===== src/rtl/l3_uart_tx.sv =====
// Layer-3 result drain: pops 18-bit signed words from the pooled buffer and sends
// each as three 8N1 UART bytes (LSB byte first, top byte sign-extended).
module l3_uart_tx #(
    parameter int BAUD_DIV  = 434,
    parameter int NUM_WORDS = 98
) (
    input  logic        clk,
    input  logic        rst_n,
    input  logic        rdy,
    input  logic [17:0] din,
    output logic        pop,
    output logic        TX,
    output logic        bsy,
    output logic        tx_done
);

    localparam int BW = (BAUD_DIV > 1) ? $clog2(BAUD_DIV) : 1;
    localparam logic [BW-1:0] BAUD_LAST = BW'(BAUD_DIV - 1);
    localparam logic [BW-1:0] BAUD_ONE  = BW'(1);
    localparam logic [6:0]    WORD_LAST = 7'(NUM_WORDS - 1);

    typedef enum logic [1:0] {
        ST_IDLE  = 2'd0,
        ST_START = 2'd1,
        ST_DATA  = 2'd2,
        ST_STOP  = 2'd3
    } state_t;

    state_t          state_r, state_s;
    logic [17:0]     word_r, word_s;
    logic [7:0]      shift_r, shift_s;
    logic [1:0]      byte_idx_r, byte_idx_s;
    logic [BW-1:0]   baud_cnt_r, baud_cnt_s;
    logic [2:0]      bit_cnt_r, bit_cnt_s;
    logic [6:0]      word_cnt_r, word_cnt_s;
    logic            tx_done_r, tx_done_s;
    logic            tx_r, tx_s;
    logic            bsy_r, bsy_s;
    logic            pop_s;
    logic            baud_end_s;

    // Byte j of the outgoing word; the top byte carries the sign of bit 17.
    function automatic logic [7:0] byte_sel(input logic [17:0] word, input logic [1:0] idx);
        logic [7:0] b;
        case (idx)
            2'd0:    b = word[7:0];
            2'd1:    b = word[15:8];
            default: b = {{6{word[17]}}, word[17:16]};
        endcase
        return b;
    endfunction

    // State and datapath registers, synchronous active-low reset.
    always_ff @(posedge clk) begin
        if (!rst_n) begin
            state_r    <= ST_IDLE;
            word_r     <= 18'd0;
            shift_r    <= 8'd0;
            byte_idx_r <= 2'd0;
            baud_cnt_r <= '0;
            bit_cnt_r  <= 3'd0;
            word_cnt_r <= 7'd0;
            tx_done_r  <= 1'b0;
            tx_r       <= 1'b1;
            bsy_r      <= 1'b0;
        end else begin
            state_r    <= state_s;
            word_r     <= word_s;
            shift_r    <= shift_s;
            byte_idx_r <= byte_idx_s;
            baud_cnt_r <= baud_cnt_s;
            bit_cnt_r  <= bit_cnt_s;
            word_cnt_r <= word_cnt_s;
            tx_done_r  <= tx_done_s;
            tx_r       <= tx_s;
            bsy_r      <= bsy_s;
        end
    end

    // Pop acknowledge; held off during the tx_done cycle while the producer clears.
    always_comb begin
        pop_s = 1'b0;
        if (rst_n && (state_r == ST_IDLE) && rdy && !tx_done_r) begin
            pop_s = 1'b1;
        end else begin
            pop_s = 1'b0;
        end
    end

    // Next-state and datapath update.
    always_comb begin
        state_s    = state_r;
        word_s     = word_r;
        shift_s    = shift_r;
        byte_idx_s = byte_idx_r;
        baud_cnt_s = baud_cnt_r;
        bit_cnt_s  = bit_cnt_r;
        word_cnt_s = word_cnt_r;
        tx_done_s  = 1'b0;
        baud_end_s = (baud_cnt_r == BAUD_LAST);
        case (state_r)
            ST_IDLE: begin
                if (pop_s) begin
                    word_s     = din;
                    shift_s    = byte_sel(din, 2'd0);
                    byte_idx_s = 2'd0;
                    baud_cnt_s = '0;
                    state_s    = ST_START;
                end else begin
                    state_s    = ST_IDLE;
                end
            end
            ST_START: begin
                if (baud_end_s) begin
                    baud_cnt_s = '0;
                    bit_cnt_s  = 3'd0;
                    state_s    = ST_DATA;
                end else begin
                    baud_cnt_s = baud_cnt_r + BAUD_ONE;
                end
            end
            ST_DATA: begin
                if (baud_end_s) begin
                    baud_cnt_s = '0;
                    shift_s    = {1'b0, shift_r[7:1]};
                    if (bit_cnt_r == 3'd7) begin
                        state_s = ST_STOP;
                    end else begin
                        bit_cnt_s = bit_cnt_r + 3'd1;
                    end
                end else begin
                    baud_cnt_s = baud_cnt_r + BAUD_ONE;
                end
            end
            ST_STOP: begin
                if (baud_end_s) begin
                    baud_cnt_s = '0;
                    if (byte_idx_r < 2'd2) begin
                        // Back-to-back bytes: next start bit follows the stop bit directly.
                        byte_idx_s = byte_idx_r + 2'd1;
                        shift_s    = byte_sel(word_r, byte_idx_r + 2'd1);
                        state_s    = ST_START;
                    end else begin
                        state_s = ST_IDLE;
                        if (word_cnt_r == WORD_LAST) begin
                            word_cnt_s = 7'd0;
                            tx_done_s  = 1'b1;
                        end else begin
                            word_cnt_s = word_cnt_r + 7'd1;
                        end
                    end
                end else begin
                    baud_cnt_s = baud_cnt_r + BAUD_ONE;
                end
            end
            default: begin
                state_s = ST_IDLE;
            end
        endcase
    end

    // Registered line and busy values, decoded from the upcoming state.
    always_comb begin
        tx_s  = 1'b1;
        bsy_s = 1'b0;
        case (state_s)
            ST_START: tx_s = 1'b0;
            ST_DATA:  tx_s = shift_s[0];
            ST_STOP:  tx_s = 1'b1;
            default:  tx_s = 1'b1;
        endcase
        if (state_s != ST_IDLE) begin
            bsy_s = 1'b1;
        end else begin
            bsy_s = 1'b0;
        end
    end

    assign pop     = pop_s;
    assign TX      = tx_r;
    assign bsy     = bsy_r;
    assign tx_done = tx_done_r;

endmodule


===== config.mk =====
export PLATFORM = sky130hd
export DESIGN_NAME = l3_uart_tx
export DESIGN_NICKNAME = d
export VERILOG_FILES = /design/src/rtl/l3_uart_tx.sv
export SDC_FILE = /design/constraint.sdc
export NUM_CORES = 1
export LEC_CHECK = 0
export CAP_MARGIN = 20
export CORE_MARGIN = 10
export CORE_UTILIZATION = 36
export DETAILED_ROUTE_END_ITERATION = 10
export DONT_BUFFER_PORTS = 1
export PLACE_DENSITY = 0.56
export SYNTH_ARGS = -nofsm -noshare
export SYNTH_HDL_FRONTEND = slang
export SYNTH_SLANG_ARGS = --single-unit

===== constraint.sdc =====
create_clock -name clk -period 1.9 [get_ports clk]
set_input_delay 0.285 -clock clk [delete_from_list [all_inputs] [get_ports clk]]
set_output_delay 0.285 -clock clk [all_outputs]
set_load 0.05 [all_outputs]

### Yosys cells after proc, flatten, opt, wreduce, memory -nomap -nowiden

Cells that the tools add are included.

| storage, ports and cells | value |
|---|---|
| logic and storage cells | 81 |
| output and inout port bits | 4 |
| bits of input ports | 21 |
| flip-flop bits (word level) | 52 |

| operators by class | value |
|---|---|
| bitwise logic cells | 4 |
| mux-type cells | 29 |
| reductions and logical operators | 17 |
| magnitude comparators | 1 |
| add/sub/neg operators | 4 |
| eq/ne operators | 15 |

Operators with widths:

| kind | number |
|---|---|
| $mux W8 | 4 |
| $pmux W8 S3 | 1 |
| $mux W9 | 2 |
| $pmux W9 S2 | 1 |
| $pmux W8 S2 | 1 |
| $mux W2 | 7 |
| $ne A2 B2 Y1 const B | 6 |
| $add A9 B1 Y9 const B | 1 |
| $eq A9 B9 Y1 const B | 1 |
| $mux W3 | 3 |
| $pmux W2 S4 | 1 |
| $reduce_and A4 Y1 | 2 |
| $add A7 B1 Y7 const B | 1 |
| $eq A7 B7 Y1 const B | 1 |
| $mux W7 | 1 |
| $eq A2 B1 Y1 const B | 3 |
| $eq A2 B2 Y1 const B | 3 |
| $pmux W3 S2 | 1 |
| $reduce_bool A2 Y1 | 3 |
| $mux W1 | 5 |
| $reduce_and A5 Y1 | 1 |
| $logic_not A2 Y1 | 2 |
| $not A1 Y1 | 4 |
| $pmux W2 S2 | 1 |
| other kinds (12) | 14 |

### Depth between registers and ports, before layout

| depth | value |
|---|---|
| word-level depth | 9 |
| depth in mapped cells | 8 |
| mapped depth without buffers | 7 |

### Worst setup path after synthesis

OpenSTA, ideal clock, no wires.

| timing | value |
|---|---|
| path type | register to output |
| from | reg tx_done_r (netlist: tx_done) |
| to | out pop |
| path buffers | 2 |
| data required time | 1.615 ns |
| cell stages (with the launch flop) | 6 |
| arrival | 1.803 ns |
| slack | -0.188 ns |
| cells stage by stage | dfxtp_1 -> nand3b_1 -> nand2b_1 -> buf_2 -> clkinv_1 -> clkbuf_1 |

| on the way | value |
|---|---|
| cells in the longest elaborated chain, start to end | 3 |

Ends and longest elaborated chain:

| item | RTL line | text |
|---|---|---|
| start: declaration | 36 | `logic tx_done_r, tx_done_s;` |
| start signal: assignment | 74 | `tx_done_r <= tx_done_s;` |
| $logic_not A1 Y1 | 83 | `if (rst_n && (state_r == ST_IDLE) && rdy && !tx_done_r) begin` |
| $logic_and A1 B1 Y1 | 83 |  |
| $mux W1 | 83 |  |
| end: declaration | 11 | `output logic pop,` |

No other way between the ends.

### Final worst setup path

| timing | value |
|---|---|
| from | reg baud_cnt_r[3] |
| to | reg word_cnt_r[3] |

| on the way | value |
|---|---|
| cells in the longest elaborated chain, start to end | 2 |

Ends and longest elaborated chain:

| item | RTL line | text |
|---|---|---|
| start: declaration | 33 | `logic [BW-1:0] baud_cnt_r, baud_cnt_s;` |
| start signal: assignment | 71 | `baud_cnt_r <= baud_cnt_s;` |
| $eq A9 B9 Y1 | 100 | `baud_end_s = (baud_cnt_r == BAUD_LAST);` |
| $reduce_and A3 Y1 (no source line) | n/a |  |
| end signal: assignment | 73 | `word_cnt_r <= word_cnt_s;` |
| end: declaration | 35 | `logic [6:0] word_cnt_r, word_cnt_s;` |

No other way between the ends.
A chain may end at the register's enable or synchronous reset.

==> flow_summary.toml <==
[run_status]
status = "finished clean"

[global_routing]
grtUsageMet1_pct = 15.8
grt.total_usage_pct = 11.7
grt_pass1_vias = 1977
grt_busiest_layer = "met2"
antenna_found_initial = 0
grt_pass1_wl_um = 9860
overflow = 0
use_met2_pct = 17.7
grtUsageMet3_pct = 3.22
grt_max_degree = 37

[drt]
post-route-drc-count = 0
routed_wirelength_um = 6160
antenna_left = 0
vias_per_cell = 5.41
first_pass_iters = 4
drt_iter0_markers = 87
wl_per_cell_um = 15.3
dr_total_vias = 2174

[timing]
hold_ws_ps = 86.6
hold_viol = 0
rsz0062_at_grt = "true"
final_max_slew_viol_count = 0
tightest_slew_ps = 479
finalCritPeriodShare_pct = 95.1
finalSetupViolCount = 0
fin_ws_ps = 92.4
fmaxAchievable_mhz = 553
min_period_ps = 1810
maxSlewHeadroom_pct = 68.0
fin_skew_ps = 4.60

[worst_setup_path]
worst_path_largest_cell_delay_ps = 590
endpoint_kind = "flip-flop"
worst-path-stages = 6
cp_top_family = "simple AND/OR/NAND/NOR gates"
crit_slowest_cell = "or4b_4"
r2r.worst_path.cells = 6
arrival_ps = 2010
required_ps = 2100
critPathMaxFanout = 8
crit_buf_inv = 1
setup.worst_path.start_class = "flip-flop"
crit_chain = "or4b_4, nor4_4, buf_6, nand4_1, xor2_1, nor2_1"
criticalPathCategory = "reg2reg"

[clocking]
cts_root_buffer = "clkbuf_8"
cts_tree = "built"
clk_path_buf_depth = 2
ctsHoldBuffers = 0
h-tree-depth = 2
clk_pin_slew_ps = 90
numCtsBuffers = 5
clkLatencyLatePin_ps = 300
clock_sinks = 52

[cells_and_area]
drive_above_1_share_pct = 18.0
diodes = 0
design_area_um2 = 2900
layout_common_cells = "55 x nand2_1, 47 x dfxtp_1, 29 x buf_4, 27 x a21oi_1, 24 x nor2_1"
nets = 352
areaGrowthSynthToFinish_pct = 17.9
multi_input_area_um2 = 1350
seqCellArea_um2 = 1050
final_common_cell = "nand2_1"
fillCellCount = 665

[synthesis]
synthSimpleGateAreaFrac_pct = 25.3
syn_area_per_cell_um2 = 8.23
synthArstFlopShare_pct = 0
synth_seq_cells = 52
yosys-top-cells-area = "dfxtp_1 42%, nand2_1 8.7%, a21oi_1 5.5%"
ys_seq_area_share_pct = 42.3
synth_cell_types = 44
synth_xor_area_share_pct = 2.49
synthMuxAreaShare_pct = 0.814
syn_nets = 328
synth_top_area_share_pct = 42.3
syn_inst = 299
synthAdderAreaFrac_pct = 4.07
netlist_area_um2 = 2460
synth_top_family_by_area = "simple AND/OR/NAND/NOR gates"
yosysWarnings = 0
synthFlopType = "dfxtp_1"
yosysTopAreaCell = "dfxtp_1"
synth_edf_count = 0
synth_compound_area_share_pct = 20.7

[pwr]
irDropWorstVdd_mv = 0.344
p_int_w = 0.00158
pwr-share-clk_pct = 34.9
power.leakage_nw = 1.12
power.density_nw_per_um2 = 714
switching_share_pct = 23.6
switchingPower_w = 0.000489
power_w = 0.00207
p_seq_share_pct = 56.3
p_comb_share_pct = 8.8

[floorplan]
die_x_um = 103
num_rows = 30
io_pins = 25
die_area_um2 = 10500
initial_core_util_pct = 36.6
die-height_um = 103
core_um2 = 6720

[place]
pre_cts_slack_ps = -57.4
port_buffers = 0
globalplace.congestion = 0.828
placed_cell_area_um2 = 2720
dpl.hpwl_um = 4380

[job]
max_cap_viol_count = 0

[hold_path]
hp-class = "in2reg"
holdPathStages = 2
[synth_stat cells (3+ instances only)]
cell type	n
a21oi_1	27
a221o_1	8
a22oi_1	7
a31oi_1	9
and3_1	4
and4_1	3
buf_2	3
clkbuf_1	10
dfxtp_1	52
ha_1	8
inv_1	7
nand2_1	57
nand3_1	16
nand4_1	3
nor2_1	25
nor3_1	5
o21ai_0	9
o31ai_1	3
xor2_1	6
[stage by stage]
step                      util (%)  setup TNS, ps  std cells
after floorplan                  -          -9.50        299
after global placement        40.5           -211        393
after detailed placement      40.5           -325        393
after CTS                     42.1              0        399
after global routing          43.2          -34.7        402
final                         43.2              0        402
[registers in the layout (all words and copies together) (netlist names), 2 cells and up]
signal / count
byte_idx_r: 2
baud_cnt_r: 9
bit_cnt_r: 3
shift_r: 8
word_r: 18
word_cnt_r: 7
state_r: 2
[cells by family (layout without fill, tap and decap cells)]
group | count (synthesis) | in the layout
fa+ha+maj | 8 | 8
mux | 2 | 2
xor+xnor | 7 | 7
buf+inv | 25 | 48
compound gates | 75 | 75
flops | 52 | 52
simple gates | 130 | 130
[path summary, 6_finish.rpt]
kind | slack, ps | startpoint | endpoint
setup / recovery | 90 | baud_cnt_r[3]$_SDFFE_PN0P_ | word_cnt_r[3]$_SDFFE_PN0P_
hold / removal | 90 | din[10] | word_r[10]$_SDFFE_PN0P_
setup reg to reg | 90 | baud_cnt_r[3]$_SDFFE_PN0P_ | word_cnt_r[3]$_SDFFE_PN0P_
hold reg to reg | 460 | word_r[6]$_SDFFE_PN0P_ | word_r[6]$_SDFFE_PN0P_
[power groups by stage]
| stage | sequential (W) | combinational, W | clock, W |
|---|---|---|---|
| after floorplan | 0.00118 | 0.000131 | 0 |
| after global placement | 0.00119 | 0.000176 | 0 |
| after detailed placement | 0.00119 | 0.000177 | 0 |
| after CTS | 0.00117 | 0.000178 | 0.000743 |
| after global routing | 0.00117 | 0.000204 | 0.000781 |
| final | 0.00117 | 0.000182 | 0.000723 |
[what timing repair did]
item                       in CTS  in global routing
pin swaps                       0                  5
setup endpoints to repair      12                 19
resized for setup               2                 15
setup buffers                   0                  3
[layout make-up]
cell class	instances	area share, %
clock buffers	5	2.37
well taps	80	3.45
clock inverters	1	1.04
repair buffers	33	9.19
flip-flops and latches	52	36.1
multi-input cells	222	46.7
inverters	9	1.16
[per-layer routing]
layer  vias to the layer above  wire length (um)  part of all wire (%)
li1                       1115                 -                     -
met1                      1019              3050                    50
met2                        35              2770                    45
met3                         5               287                   4.7
met4                         0                51                  0.83
met5                         -                 0                     0
Power figures use the tool's default switching activity.
